--- config.mk ---
export PLATFORM = sky130hd
export DESIGN_NAME = mem_port_arbiter
export DESIGN_NICKNAME = d
export VERILOG_FILES = /design/src/rtl/mem_port_arbiter_pkg.sv /design/src/rtl/mem_tag_owner_table.sv /design/src/rtl/mem_port_arbiter.sv
export SDC_FILE = /design/constraint.sdc
export NUM_CORES = 1
export LEC_CHECK = 0
export CORE_AREA = 5 5 169 171
export CTS_CLUSTER_SIZE = 10
export DETAILED_ROUTE_END_ITERATION = 7
export DIE_AREA = 0 0 174 176
export SLEW_MARGIN = 20
export SYNTH_ARGS = -nofsm -noshare
export SYNTH_HDL_FRONTEND = slang
export SYNTH_HIERARCHICAL = 1
export SYNTH_SLANG_ARGS = --single-unit
--- constraint.sdc ---
create_clock -name clock -period 6.95 [get_ports clock]
set_input_delay 1.0425 -clock clock [delete_from_list [all_inputs] [get_ports clock]]
set_output_delay 1.0425 -clock clock [all_outputs]
set_load 0.02 [all_outputs]
--- src/rtl/mem_port_arbiter_pkg.sv ---
// Shared types for the memory port arbiter: bus command encoding and tag owner encoding.
package mem_port_arbiter_pkg;

  localparam int TAG_W  = 4;
  localparam int DATA_W = 64;

  typedef enum logic [1:0] {
    BUS_NONE  = 2'd0,
    BUS_LOAD  = 2'd1,
    BUS_STORE = 2'd2
  } bus_command_e;

  typedef enum logic {
    OWN_DCACHE = 1'b0,
    OWN_ICACHE = 1'b1
  } mem_owner_e;

endpackage

--- src/rtl/mem_tag_owner_table.sv ---
// Valid/owner record for every outstanding memory load tag.
// One allocate port and one lookup/free port; a free and an allocate of the
// same tag in one cycle resolve as free-then-allocate, so the new owner wins.
module mem_tag_owner_table
  import mem_port_arbiter_pkg::*;
#(
  parameter int NUM_TAGS = 16
) (
  input  logic             clock,
  input  logic             reset,
  input  logic             alloc_en,
  input  logic [TAG_W-1:0] alloc_tag,
  input  logic             alloc_owner,
  input  logic [TAG_W-1:0] lookup_tag,
  input  logic             free_en,
  output logic             hit,
  output logic             owner,
  output logic             alloc_busy
);

  logic [NUM_TAGS-1:0] valid_q;
  logic [NUM_TAGS-1:0] owner_q;
  logic                freeing;

  // Lookup of the returning tag; tag 0 means "no tag" and never hits.
  always_comb begin
    hit        = (lookup_tag != '0) && valid_q[lookup_tag];
    owner      = owner_q[lookup_tag];
    freeing    = free_en && hit;
    alloc_busy = alloc_en && valid_q[alloc_tag] && !(freeing && (lookup_tag == alloc_tag));
  end

  // Free the returned entry, then allocate; the later assignment wins on a shared tag.
  always_ff @(posedge clock or negedge reset) begin
    if (!reset) begin
      valid_q <= '0;
      owner_q <= '0;
    end else begin
      if (freeing) begin
        valid_q[lookup_tag] <= 1'b0;
      end
      if (alloc_en) begin
        valid_q[alloc_tag] <= 1'b1;
        owner_q[alloc_tag] <= alloc_owner;
      end
    end
  end

endmodule

--- src/rtl/mem_port_arbiter.sv ---
// Shares one memory port between dcache and icache. Dcache has priority;
// a starvation counter forces an icache grant after STARVE_LIMIT denials.
// Returned load data is steered to whichever cache owns the tag.
module mem_port_arbiter
  import mem_port_arbiter_pkg::*;
#(
  parameter int XLEN         = 32,
  parameter int NUM_TAGS     = 16,
  parameter int STARVE_LIMIT = 4
) (
  input  logic              clock,
  input  logic              reset,
  input  logic [1:0]        dcache_command,
  input  logic [XLEN-1:0]   dcache_addr,
  input  logic [DATA_W-1:0] dcache_wdata,
  output logic [TAG_W-1:0]  dcache_response,
  output logic [DATA_W-1:0] dcache_rdata,
  output logic [TAG_W-1:0]  dcache_tag,
  input  logic [1:0]        icache_command,
  input  logic [XLEN-1:0]   icache_addr,
  output logic [TAG_W-1:0]  icache_response,
  output logic [DATA_W-1:0] icache_rdata,
  output logic [TAG_W-1:0]  icache_tag,
  output logic [1:0]        proc2mem_command,
  output logic [XLEN-1:0]   proc2mem_addr,
  output logic [DATA_W-1:0] proc2mem_data,
  input  logic [TAG_W-1:0]  mem2proc_response,
  input  logic [DATA_W-1:0] mem2proc_data,
  input  logic [TAG_W-1:0]  mem2proc_tag,
  output logic              tag_err
);

  localparam int CNT_W = $clog2(STARVE_LIMIT + 1);

  logic [CNT_W-1:0] starve_cnt;
  logic             d_req;
  logic             i_req;
  logic             grant_d;
  logic             grant_i;
  logic             alloc_en;
  logic             ret_valid;
  logic             hit;
  logic             owner;
  logic             alloc_busy;

  mem_tag_owner_table #(
    .NUM_TAGS (NUM_TAGS)
  ) u_owner_table (
    .clock       (clock),
    .reset       (reset),
    .alloc_en    (alloc_en),
    .alloc_tag   (mem2proc_response),
    .alloc_owner (grant_i),
    .lookup_tag  (mem2proc_tag),
    .free_en     (ret_valid),
    .hit         (hit),
    .owner       (owner),
    .alloc_busy  (alloc_busy)
  );

  // Grant, request/response muxing and return steering; everything is zero while in reset.
  always_comb begin
    d_req            = (dcache_command == BUS_LOAD) || (dcache_command == BUS_STORE);
    i_req            = (icache_command == BUS_LOAD);
    grant_i          = reset && i_req && (!d_req || (starve_cnt == CNT_W'(STARVE_LIMIT)));
    grant_d          = reset && d_req && !grant_i;
    ret_valid        = reset && (mem2proc_tag != '0);
    alloc_en         = 1'b0;
    proc2mem_command = BUS_NONE;
    proc2mem_addr    = '0;
    proc2mem_data    = '0;
    dcache_response  = '0;
    icache_response  = '0;
    dcache_tag       = '0;
    dcache_rdata     = '0;
    icache_tag       = '0;
    icache_rdata     = '0;
    if (grant_d) begin
      proc2mem_command = dcache_command;
      proc2mem_addr    = dcache_addr;
      proc2mem_data    = dcache_wdata;
      dcache_response  = mem2proc_response;
      alloc_en         = (dcache_command == BUS_LOAD) && (mem2proc_response != '0);
    end else if (grant_i) begin
      proc2mem_command = BUS_LOAD;
      proc2mem_addr    = icache_addr;
      icache_response  = mem2proc_response;
      alloc_en         = (mem2proc_response != '0);
    end
    if (ret_valid && hit) begin
      if (owner == OWN_ICACHE) begin
        icache_tag   = mem2proc_tag;
        icache_rdata = mem2proc_data;
      end else begin
        dcache_tag   = mem2proc_tag;
        dcache_rdata = mem2proc_data;
      end
    end
  end

  // Count consecutive icache denials, saturating at the limit.
  always_ff @(posedge clock or negedge reset) begin
    if (!reset) begin
      starve_cnt <= '0;
    end else if (!i_req || grant_i) begin
      starve_cnt <= '0;
    end else if (starve_cnt != CNT_W'(STARVE_LIMIT)) begin
      starve_cnt <= starve_cnt + 1'b1;
    end
  end

  // Sticky error: orphan tag returned, or a still-live tag handed out again.
  always_ff @(posedge clock or negedge reset) begin
    if (!reset) begin
      tag_err <= 1'b0;
    end else if ((ret_valid && !hit) || alloc_busy) begin
      tag_err <= 1'b1;
    end
  end

endmodule

After elaboration in Yosys (flattened, before gate mapping) --
Index checks and enable logic that the tools add are counted.
Word-level totals: output and inout port bits 243, input port bits 206, register bits after elaboration 36, logic and storage cells 77
Operators by class: bitwise operators 3, $add $sub $neg 1, order comparisons 4, equality and inequality tests 6, reductions and logical operators 26, multiplexer cells 33
Operator list (number):
- two-way mux 64 bit | 5
- two-way mux 32 bit | 2
- two-way mux 16 bit | 2
- two-way mux 4 bit | 7
- AND 16 bit | 1
- bitwise mux 16 bit | 1
- NOT 16 bit | 1
- OR 16 bit | 1
- logical AND 1 bit | 14
- binary-select mux 1 bit (select 4 bit) | 3
- less-than comparator 4 x 5 -> 1 bit (second input constant) | 2
- demux 1 bit (select 4 bit) | 2
- greater-or-equal comparator 4 x 1 -> 1 bit (second input constant) | 2
- two-way mux 1 bit | 8
- nonzero test 4 bit | 2
- two-way mux 3 bit | 2
- zero test 1 bit | 5
- == test 2 x 1 -> 1 bit (second input constant) | 2
- == test 4 bit | 1
- logical OR 1 bit | 4
- adder 3 x 1 -> 3 bit (second input constant) | 1
- == test 3 bit (second input constant) | 1
- inequality test 3 bit (second input constant) | 1
- == test 2 bit (second input constant) | 1
- 2 further kinds | 2

Longest topological paths before layout --
Gate-level depths: netlist of run 1.
word-level depth 11, gate-level depth with buffers 10, depth with buffers taken out 9

Hierarchy --
Netlist of run 1, hierarchy kept.
By module, submodules not included:
- mem_port_arbiter | area each 2169.6 µm², instances 1, seq. area each 100.1 µm², cells an instance 319
- mem_tag_owner_table | area each 1880.6 µm², instances 1, seq. area each 800.8 µm², cells an instance 164

Least setup slack after synthesis of run 1 --
OpenSTA, ideal clock, no wires.
kind input -> output, start in mem2proc_tag[1], end out dcache_rdata[57], arrival 3.115 ns, cell stages on the path 8, slack 2.792 ns, buffers on the path 4, cells stage by stage buf_2 -> buf_2 -> mux4_2 -> mux4_2 -> nor2_2 -> clkbuf_1 -> clkbuf_1 -> and3_1
Between the ends: elaborated cells between the ends (all ways) 10, classes of those cells mux (6); reduce/logical (4)
RTL lines:
- from (decl) | line mem_port_arbiter.sv:29 | input logic [TAG_W-1:0] mem2proc_tag,
- binary-select mux 1 bit (select 4 bit) | line mem_tag_owner_table.sv:28 | owner = owner_q[lookup_tag];
- two-way mux 1 bit (not written as such) | line mem_tag_owner_table.sv:28
- named net owner | line mem_port_arbiter.sv:43 | logic owner;
- two-way mux 64 bit | line mem_port_arbiter.sv:91 | if (owner == OWN_ICACHE) begin
- two-way mux 64 bit | line mem_port_arbiter.sv:90 | if (ret_valid && hit) begin
- to (decl) | line mem_port_arbiter.sv:17 | output logic [DATA_W-1:0] dcache_rdata,
The timed path passes the listed nets, and every way through them passes these cells. The select of a mux whose other input is x is not followed.

Worst setup path in the final report of run 1 --
start in mem2proc_tag[1], end out icache_rdata[15]
Between the ends: word-level cells in the longest chain between the ends 5, elaborated cells between the ends (all ways) 10, classes of those cells mux (6); reduce/logical (4)
Ends and longest elaborated chain:
- binary-select mux 1 bit (select 4 bit) | line mem_tag_owner_table.sv:27 | hit = (lookup_tag != '0) && valid_q[lookup_tag];
- two-way mux 1 bit (not written as such) | line mem_tag_owner_table.sv:27
- logical AND 1 bit (*) | line mem_tag_owner_table.sv:27
- named net hit | line mem_port_arbiter.sv:42 | logic hit;
- logical AND 1 bit (*) | line mem_port_arbiter.sv:90
- two-way mux 64 bit (*) | line mem_port_arbiter.sv:90
- to (decl) | line mem_port_arbiter.sv:22 | output logic [DATA_W-1:0] icache_rdata,
The timed path passes the listed nets; every way through them passes the cells marked *. The select of a mux whose other input is x is not followed.

==> flow_summary.yaml, run 1 <==
run_status:
  outcome: "finished clean"
yosys:
  synthesis.nets: 692
  synth_top_area_cell: "dfrtp_1"
  netlist_instances: 483
  synth-edff-count: 0
  yosysSeqAreaShare: 0.222
  synth_cell_types: 49
  post-synth-top-count-cell: "and3_1"
  ys_ff_latch: 36
  ys.flop_type: "dfrtp_1"
  syn_area_mm2: 0.00405
  synth.area.top_cells: "dfrtp_1, and3_1, and2_1"
  synth_commonest_cells: "and3_1, and2_1, dfrtp_1"
  yosysWarnings: 6
  async_reset_ff_frac: 1.00
  yosys.area.top_type_share: 0.222
  synth.avg_cell_area_um2: 8.39
floorplan:
  rows: 60
  io_pins: 449
  initial_core_util: 0.152
  die_area_mm2: 0.0306
  core_area_mm2: 0.0267
  die_w_um: 174
  die_h_um: 176
finish:
  drive_gt1_frac: 0.0614
  syn_to_final_growth_pct: 119
  antenna_cells: 0
  fin_nets: 1104
global_routing:
  grt_overflow_total: 0
  grtUsageTotal: 0.191
  antenna_found_initial: 2
  grt_pass1_vias: 5475
  grt_pass1_wl_um: 42200
  grt_max_degree: 130
sta:
  period_share: 0.793
  fmax_mhz: 181
  fin_crit_ps: 5510
  slew_violations: 0
  rsz0062_at_grt: "false"
  tightest_slew_ps: 903
  slew_headroom: 0.398
  fin_tns_setup_ps: 0
  hold_viol: 0
  setup_violations: 0
  clock_skew_ps: 6.25
worst_hold_path:
  hold_class: "flip-flop to flip-flop"
  hold_path_depth: 1
  min_from: "u_owner_table/owner_q[8]"
  hold_path_end: "u_owner_table/owner_q[8]"
drt:
  dr.pass1.iters: 4
  vias: 5481
  via_per_inst: 4.43
  drt_wl_total_um: 31400
  ant_nets: 0
  drcViolationCount: 0
  drt-wirelength-per-cell_um: 25.3
  drtIter0Drc: 245
worst_setup_path:
  cp_slowest_cell: "clkdlybuf4s50_1"
  cp.required_ps: 5910
  crit_family: "buffers and inverters"
  worstPathArrival_ps: 4470
  startpoint_type: "input port"
  critPathBufInv: 3
  cp-end-kind: "output port"
  timing.rr.end: "u_owner_table/owner_q[0]"
  r2r_cells: 9
  timing.rr.start: "starve_cnt[0]"
  crit_top_cell: "clkdlybuf4s50_1"
  path_cells: "clkdlybuf4s50_1 > mux2i_1 > a31oi_1 > a32o_1 > and3_2 > buf_4 > and3_1 > clkdlybuf4s50_1"
  critical_path_class: "input port to output port"
  rrSetupSlack_ps: 4070
  critPathMaxStageDelay_ps: 950
  cp_max_fo: 28
clocking:
  cts_setup_buffers: 0
  clk_pin_slew_worst_paths_ps: 50
  cts_buffers: 5
  postCtsHoldBufs: 0
  cts_buffer_depth: 2
  cts.sinks: 36
  cts-resized-gates: 0
  clock_latency_ps: 280
  htreeDepth: 2
  root_buffer: "clkbuf_16"
  cts_tree: "done"
placement:
  hpwl_um: 28100
  io_buffers: 448
  gp_congestion: 0.880
job:
  cap_violations: 0
pwr:
  peakVddDrop_uv: 81.8
  powerDensity_mw_per_mm2: 113
  p_leak_nw: 3.91
  p_total_w: 0.00100
per-stage QoR:
| stage | setup slack, ps | instance area, um2 | cells | hold slack (ps) | utilization |
|---|---|---|---|---|---|
| 6_report | 1440 | 8890 | 1237 | 502 | 0.333 |
| 5_1_grt | 1200 | 8890 | 1237 | 510 | 0.333 |
| 4_1_cts | 1430 | 8890 | 1237 | 499 | 0.333 |
| 3_5_place_dp | 1420 | 8740 | 1229 | 488 | 0.327 |
| 3_3_place_gp | 1470 | 8740 | 1229 | 482 | 0.327 |
| 2_1_floorplan | 2790 | 4050 | 483 | 452 | - |
worst max path at each step:
stage                     from                to  cells after the start
5_1_grt        mem2proc_tag[1]   dcache_rdata[6]                      9
3_3_place_gp   mem2proc_tag[1]  icache_rdata[37]                      8
6_report       mem2proc_tag[1]  icache_rdata[15]                      8
2_1_floorplan  mem2proc_tag[1]  dcache_rdata[57]                      8
3_5_place_dp   mem2proc_tag[1]  icache_rdata[37]                      8
4_1_cts        mem2proc_tag[1]  icache_rdata[37]                      8
registers in the layout (all words and copies together), names as in the netlist:
register / cells
tag_err: 1
starve_cnt: 3
u_owner_table/owner_q: 16
u_owner_table/valid_q: 16
layout make-up:
type | instances | area [um2]
multi-input cells | 386 | 2810
well taps | 341 | 427
clock inverters | 1 | 7.51
repair buffers | 459 | 4570
flip-flops and latches | 36 | 901
inverters | 7 | 26.3
clock buffers | 7 | 143
fillers | 2761 | 17800
cell usage in the layout (no fill, tap or decap), drive strengths merged, types with 6 or more instances in the layout:
cell type | netlist | layout
and3 | 129 | 129
nand2b | 6 | 6
nand2 | 21 | 21
clkbuf | 28 | 7
a22o | 35 | 35
a21o | 6 | 6
clkdlybuf4s50 | 0 | 447
mux4 | 10 | 10
and2 | 82 | 82
nor2 | 15 | 15
o41ai | 6 | 6
inv | 7 | 7
mux2 | 20 | 20
buf | 26 | 12
dfrtp | 36 | 36
logic make-up after synthesis:
kind of cell	Yosys count	share of synthesized area
multiplexers	35	0.126
AO/OA/AOI/OAI	64	0.131
AND/OR/NAND/NOR	279	0.413
adder cells (fa/ha/maj)	3	0.00927
flip-flops	36	0.222
XOR/XNOR	5	0.0108
buffers and inverters	61	0.0871
metal layers:
| metal | GRT usage | part of all wire | vias to the layer above |
|---|---|---|---|
| li1 | - | - | 2569 |
| met1 | 0.180 | 0.33 | 2551 |
| met2 | 0.377 | 0.54 | 330 |
| met3 | 0.0627 | 0.090 | 31 |
| met4 | 0.0798 | 0.046 | 0 |
| met5 | 0 | 0 | - |
power breakdown:
group	leakage [nW]	total (W)	switching, W	internal, W
Combinational	3.36	0.000524	0.000246	0.000278
Clock	0.0701	0.000225	0.0000827	0.000143
Sequential	0.480	0.000254	0.0000193	0.000235
No activity file was read; power rests on OpenSTA's default activity.
==> run 2: changes to the inputs <==
--- a/config.mk
+++ b/config.mk
@@ -5,10 +5,10 @@
 export SDC_FILE = /design/constraint.sdc
 export NUM_CORES = 1
 export LEC_CHECK = 0
-export CORE_AREA = 5 5 169 171
+export CORE_AREA = 5 5 170 172
 export CTS_CLUSTER_SIZE = 10
 export DETAILED_ROUTE_END_ITERATION = 7
-export DIE_AREA = 0 0 174 176
+export DIE_AREA = 0 0 175 177
 export SLEW_MARGIN = 20
 export SYNTH_ARGS = -nofsm -noshare
 export SYNTH_HDL_FRONTEND = slang
==> constraint.sdc (replaced) <==
create_clock -name clock -period 5.54 [get_ports clock]
set_input_delay 0.831 -clock clock [delete_from_list [all_inputs] [get_ports clock]]
set_output_delay 0.831 -clock clock [all_outputs]
set_load 0.02 [all_outputs]
==> flow_summary.yaml, run 2 (synthesis results as in run 1) <==
drt:
  via_per_inst: 4.40
  drtIter0Drc: 266
  vias: 5486
  drt_wl_total_um: 30100
  drcViolationCount: 0
  ant_nets: 0
  dr.pass1.iters: 4
  drt-wirelength-per-cell_um: 24.1
sta:
  fmax_mhz: 205
  slew_headroom: 0.438
  rsz0062_at_grt: "false"
  slew_violations: 0
  holdWs_ps: 363
  fin_crit_ps: 4870
  tightest_slew_ps: 841
  period_share: 0.879
  hold_viol: 0
  setup_violations: 0
  fin_tns_setup_ps: 0
  clock_skew_ps: 6.38
worst_setup_path:
  critPathMaxStageDelay_ps: 760
  cp_slowest_cell: "clkdlybuf4s50_1"
  critPathBufInv: 4
  cp-end-kind: "output port"
  timing.rr.end: "u_owner_table/owner_q[0]"
  path_cells: "clkdlybuf4s50_1 > buf_4 > nand2b_1 > a2bb2oi_1 > a32o_1 > nand2_1 > nor2_4 > buf_12 > and3_1 > clkdlybuf4s50_1"
  cp_max_fo: 68
  cp.required_ps: 4710
  crit_family: "buffers and inverters"
  r2r_cells: 10
  critPathLaunch: "mem2proc_tag[0]"
  timing.rr.start: "starve_cnt[0]"
  rrSetupSlack_ps: 2590
  critical_path_class: "input port to output port"
  startpoint_type: "input port"
  crit_top_cell: "clkdlybuf4s50_1"
  worstPathArrival_ps: 4040
floorplan:
  rows: 61
  die_h_um: 177
  initial_core_util: 0.148
  die_area_mm2: 0.0310
  io_pins: 449
  core_area_mm2: 0.0273
  die_w_um: 175
pwr:
  peakVddDrop_uv: 106
  p_leak_nw: 3.93
  powerDensity_mw_per_mm2: 144
clocking:
  htreeDepth: 2
  cts.sinks: 36
  cts_setup_buffers: 0
  cts-resized-gates: 0
  cts_buffer_depth: 2
  root_buffer: "clkbuf_16"
  postCtsHoldBufs: 0
  cts_tree: "done"
  clock_latency_ps: 280
  clk_pin_slew_worst_paths_ps: 60
  cts_buffers: 5
global_routing:
  grtUsageMet3: 0.0696
  grt_overflow_total: 0
  met2_usage: 0.367
  grt_pass1_wl_um: 39800
  gr-usage-met1: 0.170
  grt_max_degree: 89
  antenna_found_initial: 13
  busiest_layer: "met2"
  grt_pass1_vias: 5445
  grtUsageTotal: 0.180
placement:
  hpwl_um: 26600
  io_buffers: 448
  gp_congestion: 0.858
job:
  cap_violations: 0
finish:
  fillers: 2900
  final_common_cell: "clkdlybuf4s50_1"
  largestRegisters: "u_owner_table/owner_q: 16 flops, u_owner_table/valid_q: 16 flops, starve_cnt: 3 flops"
  mostFrequentLayoutCells: "clkdlybuf4s50_1, and3_1, and2_1"
  fin_nets: 1105
  drive_gt1_frac: 0.0624
  utilization: 0.328
  syn_to_final_growth_pct: 121
worst_hold_path:
  hold_class: "input port to async pin"
run_status:
  outcome: "finished clean"
## run 2: cell count changes in the layout (fill, tap and decap cells not counted), sizes merged
cell,before,now
clkbuf,7,6
bufinv,0,1
clkinvlp,1,0
diode,0,5
clkinv,0,1
buf,12,13
## run 2: cell type report
class / instances / area [um2] / area share
timing repair buffer: 460 / 4610 / 0.515
clock buffer: 6 / 129 / 0.0144
antenna: 5 / 12.5 / 0.00140
tap: 346 / 433 / 0.0484
clock inverter: 2 / 35.0 / 0.00391
multi-input combinational: 386 / 2810 / 0.314
sequential: 36 / 901 / 0.101
inverter: 7 / 26.3 / 0.00293
## run 2: worst max path at each step
| stage | endpoint | slack (ps) | depth (start not counted) |
|---|---|---|---|
| after global placement | dcache_rdata[8] | 690 | 7 |
| after floorplan | dcache_rdata[57] | 1810 | 8 |
| final | dcache_rdata[9] | 670 | 10 |
| after CTS | dcache_rdata[8] | 660 | 10 |
| after detailed placement | dcache_rdata[8] | 660 | 10 |
| after global routing | dcache_rdata[8] | 500 | 10 |
## run 2: metrics by stage
step                      setup WS, ps  cells  power (W)  instance area, um2
after CTS                          659   1243    0.00130                8940
final                              668   1248    0.00129                8950
after global placement             693   1235   0.000978                8780
after floorplan                   1810    483   0.000594                4050
after detailed placement           663   1235   0.000983                8780
after global routing               503   1243    0.00135                8940
## run 2: per-layer routing
metal | wire, um | share of wire
met5 | 54 | 0.0018
met4 | 633 | 0.021
met3 | 2950 | 0.098
met2 | 16500 | 0.55
met1 | 10000 | 0.33
## run 2: power by group
group / internal [W] / switching (W) / total (W)
sequential: 0.000294 / 0.0000242 / 0.000318
combinational: 0.000351 / 0.000300 / 0.000651
clock: 0.000212 / 0.000105 / 0.000316
total: 0.000856 / 0.000429 / 0.00129
==> run 3: changes to the inputs <==
--- a/config.mk
+++ b/config.mk
@@ -5,10 +5,11 @@
 export SDC_FILE = /design/constraint.sdc
 export NUM_CORES = 1
 export LEC_CHECK = 0
-export CORE_AREA = 5 5 170 172
+export CORE_AREA = 5 5 169 171
 export CTS_CLUSTER_SIZE = 10
 export DETAILED_ROUTE_END_ITERATION = 7
-export DIE_AREA = 0 0 175 177
+export DIE_AREA = 0 0 174 176
+export DONT_BUFFER_PORTS = 1
 export SLEW_MARGIN = 20
 export SYNTH_ARGS = -nofsm -noshare
 export SYNTH_HDL_FRONTEND = slang
==> flow_summary.yaml, run 3 (synthesis results as in run 1) <==
run_status:
  outcome: "finished clean"
worst_setup_path:
  cp-end-kind: "output port"
  startpoint_type: "input port"
  rrSetupSlack_ps: 2550
  timing.rr.start: "starve_cnt[0]"
  critPathLaunch: "mem2proc_tag[1]"
  cp.required_ps: 4710
  critical_path_class: "input port to output port"
  timing.rr.end: "u_owner_table/owner_q[0]"
  cp_max_fo: 68
  worstPathArrival_ps: 3010
  r2r_cells: 9
drt:
  drcViolationCount: 0
  drt-wirelength-per-cell_um: 38.9
  ant_nets: 0
  via_per_inst: 4.99
  dr.pass1.iters: 4
  vias: 3950
  drt_wl_total_um: 30800
  drtIter0Drc: 184
clocking:
  clock_latency_ps: 280
  cts.sinks: 36
  postCtsHoldBufs: 0
  clk_pin_slew_worst_paths_ps: 60
  htreeDepth: 2
  cts_buffer_depth: 2
  cts_setup_buffers: 0
  cts-resized-gates: 0
  root_buffer: "clkbuf_16"
  cts_buffers: 5
  cts_tree: "done"
job:
  cap_violations: 0
placement:
  place_area_mm2: 0.00419
  io_buffers: 0
  gp_congestion: 1.04
  place_inst: 773
  hpwl_um: 27700
finish:
  fin_cells: 791
  syn_to_final_growth_pct: 8.25
  fin_nets: 649
  drive_gt1_frac: 0.107
  largestRegisters: "u_owner_table/owner_q: 16 flops, u_owner_table/valid_q: 16 flops, starve_cnt: 3 flops"
  multi_input_area_mm2: 0.00281
  stdcell_area_mm2: 0.00438
  final_common_cell: "and3_1"
  fillers: 3046
  seq_area_um2: 901
  mostFrequentLayoutCells: "and3_1, and2_1, dfrtp_1"
  utilization: 0.164
sta:
  rsz0062_at_grt: "false"
  period_share: 0.693
  setup_violations: 0
  slew_headroom: 0.356
  fin_crit_ps: 3840
  clock_skew_ps: 4.45
  slew_violations: 0
  fin_tns_setup_ps: 0
  fmax_mhz: 261
  hold_viol: 0
  tightest_slew_ps: 966
pwr:
  peakVddDrop_uv: 126
  p_leak_nw: 2.24
  powerDensity_mw_per_mm2: 217
floorplan:
  die_h_um: 176
  initial_core_util: 0.152
  die_w_um: 174
  io_pins: 449
  core_area_mm2: 0.0267
  die_area_mm2: 0.0306
  rows: 60
global_routing:
  grtUsageTotal: 0.186
  grt_pass1_wl_um: 37700
  grt_overflow_total: 0
  antenna_found_initial: 25
  grt_pass1_vias: 3554
  grt_max_degree: 130
worst_hold_path:
  hold_class: "input port to async pin"
==> run 3: report_power, final <==
part	internal, W	switching [W]
sequential	0.000294	0.0000242
combinational	0.000107	0.000231
clock	0.000189	0.000106
total	0.000590	0.000361
==> run 3: how the worst max path moves through the flow <==
stage,end,slack [ps]
final,icache_rdata[37],1700
after CTS,dcache_rdata[9],1580
after global routing,proc2mem_data[63],1470
after floorplan,dcache_rdata[57],1810
after global placement,dcache_rdata[9],1650
after detailed placement,dcache_rdata[9],1580
==> run 3: worst max-delay path, stage by stage <==
cell       delay, ps
mux2_2           210
a2bb2oi_1        340
a32o_1           360
and3_2           810
and3_1           420
==> run 3: stage by stage <==
stage	total power [W]	setup slack [ps]	hold WS [ps]
6_report	0.000952	1700	250
5_1_grt	0.000990	1470	239
2_1_floorplan	0.000594	1810	452
3_3_place_gp	0.000656	1650	472
4_1_cts	0.000956	1580	244
3_5_place_dp	0.000661	1580	482
==> run 3: layout make-up <==
class | instances | share of cell area
Antenna cell | 10 | 0.00571
Clock buffer | 7 | 0.0348
Inverter | 7 | 0.00599
Multi-Input combinational cell | 386 | 0.641
Sequential cell | 36 | 0.205
Tap cell | 341 | 0.0973
Timing Repair Buffer | 4 | 0.00970
==> run 3: per-layer routing <==
| layer | vias to the layer above | GRT usage | part of all wire |
|---|---|---|---|
| li1 | 1673 | - | - |
| met1 | 1853 | 0.180 | 0.32 |
| met2 | 353 | 0.370 | 0.55 |
| met3 | 59 | 0.0690 | 0.098 |
| met4 | 12 | 0.0475 | 0.031 |
| met5 | - | 0 | 0.0023 |
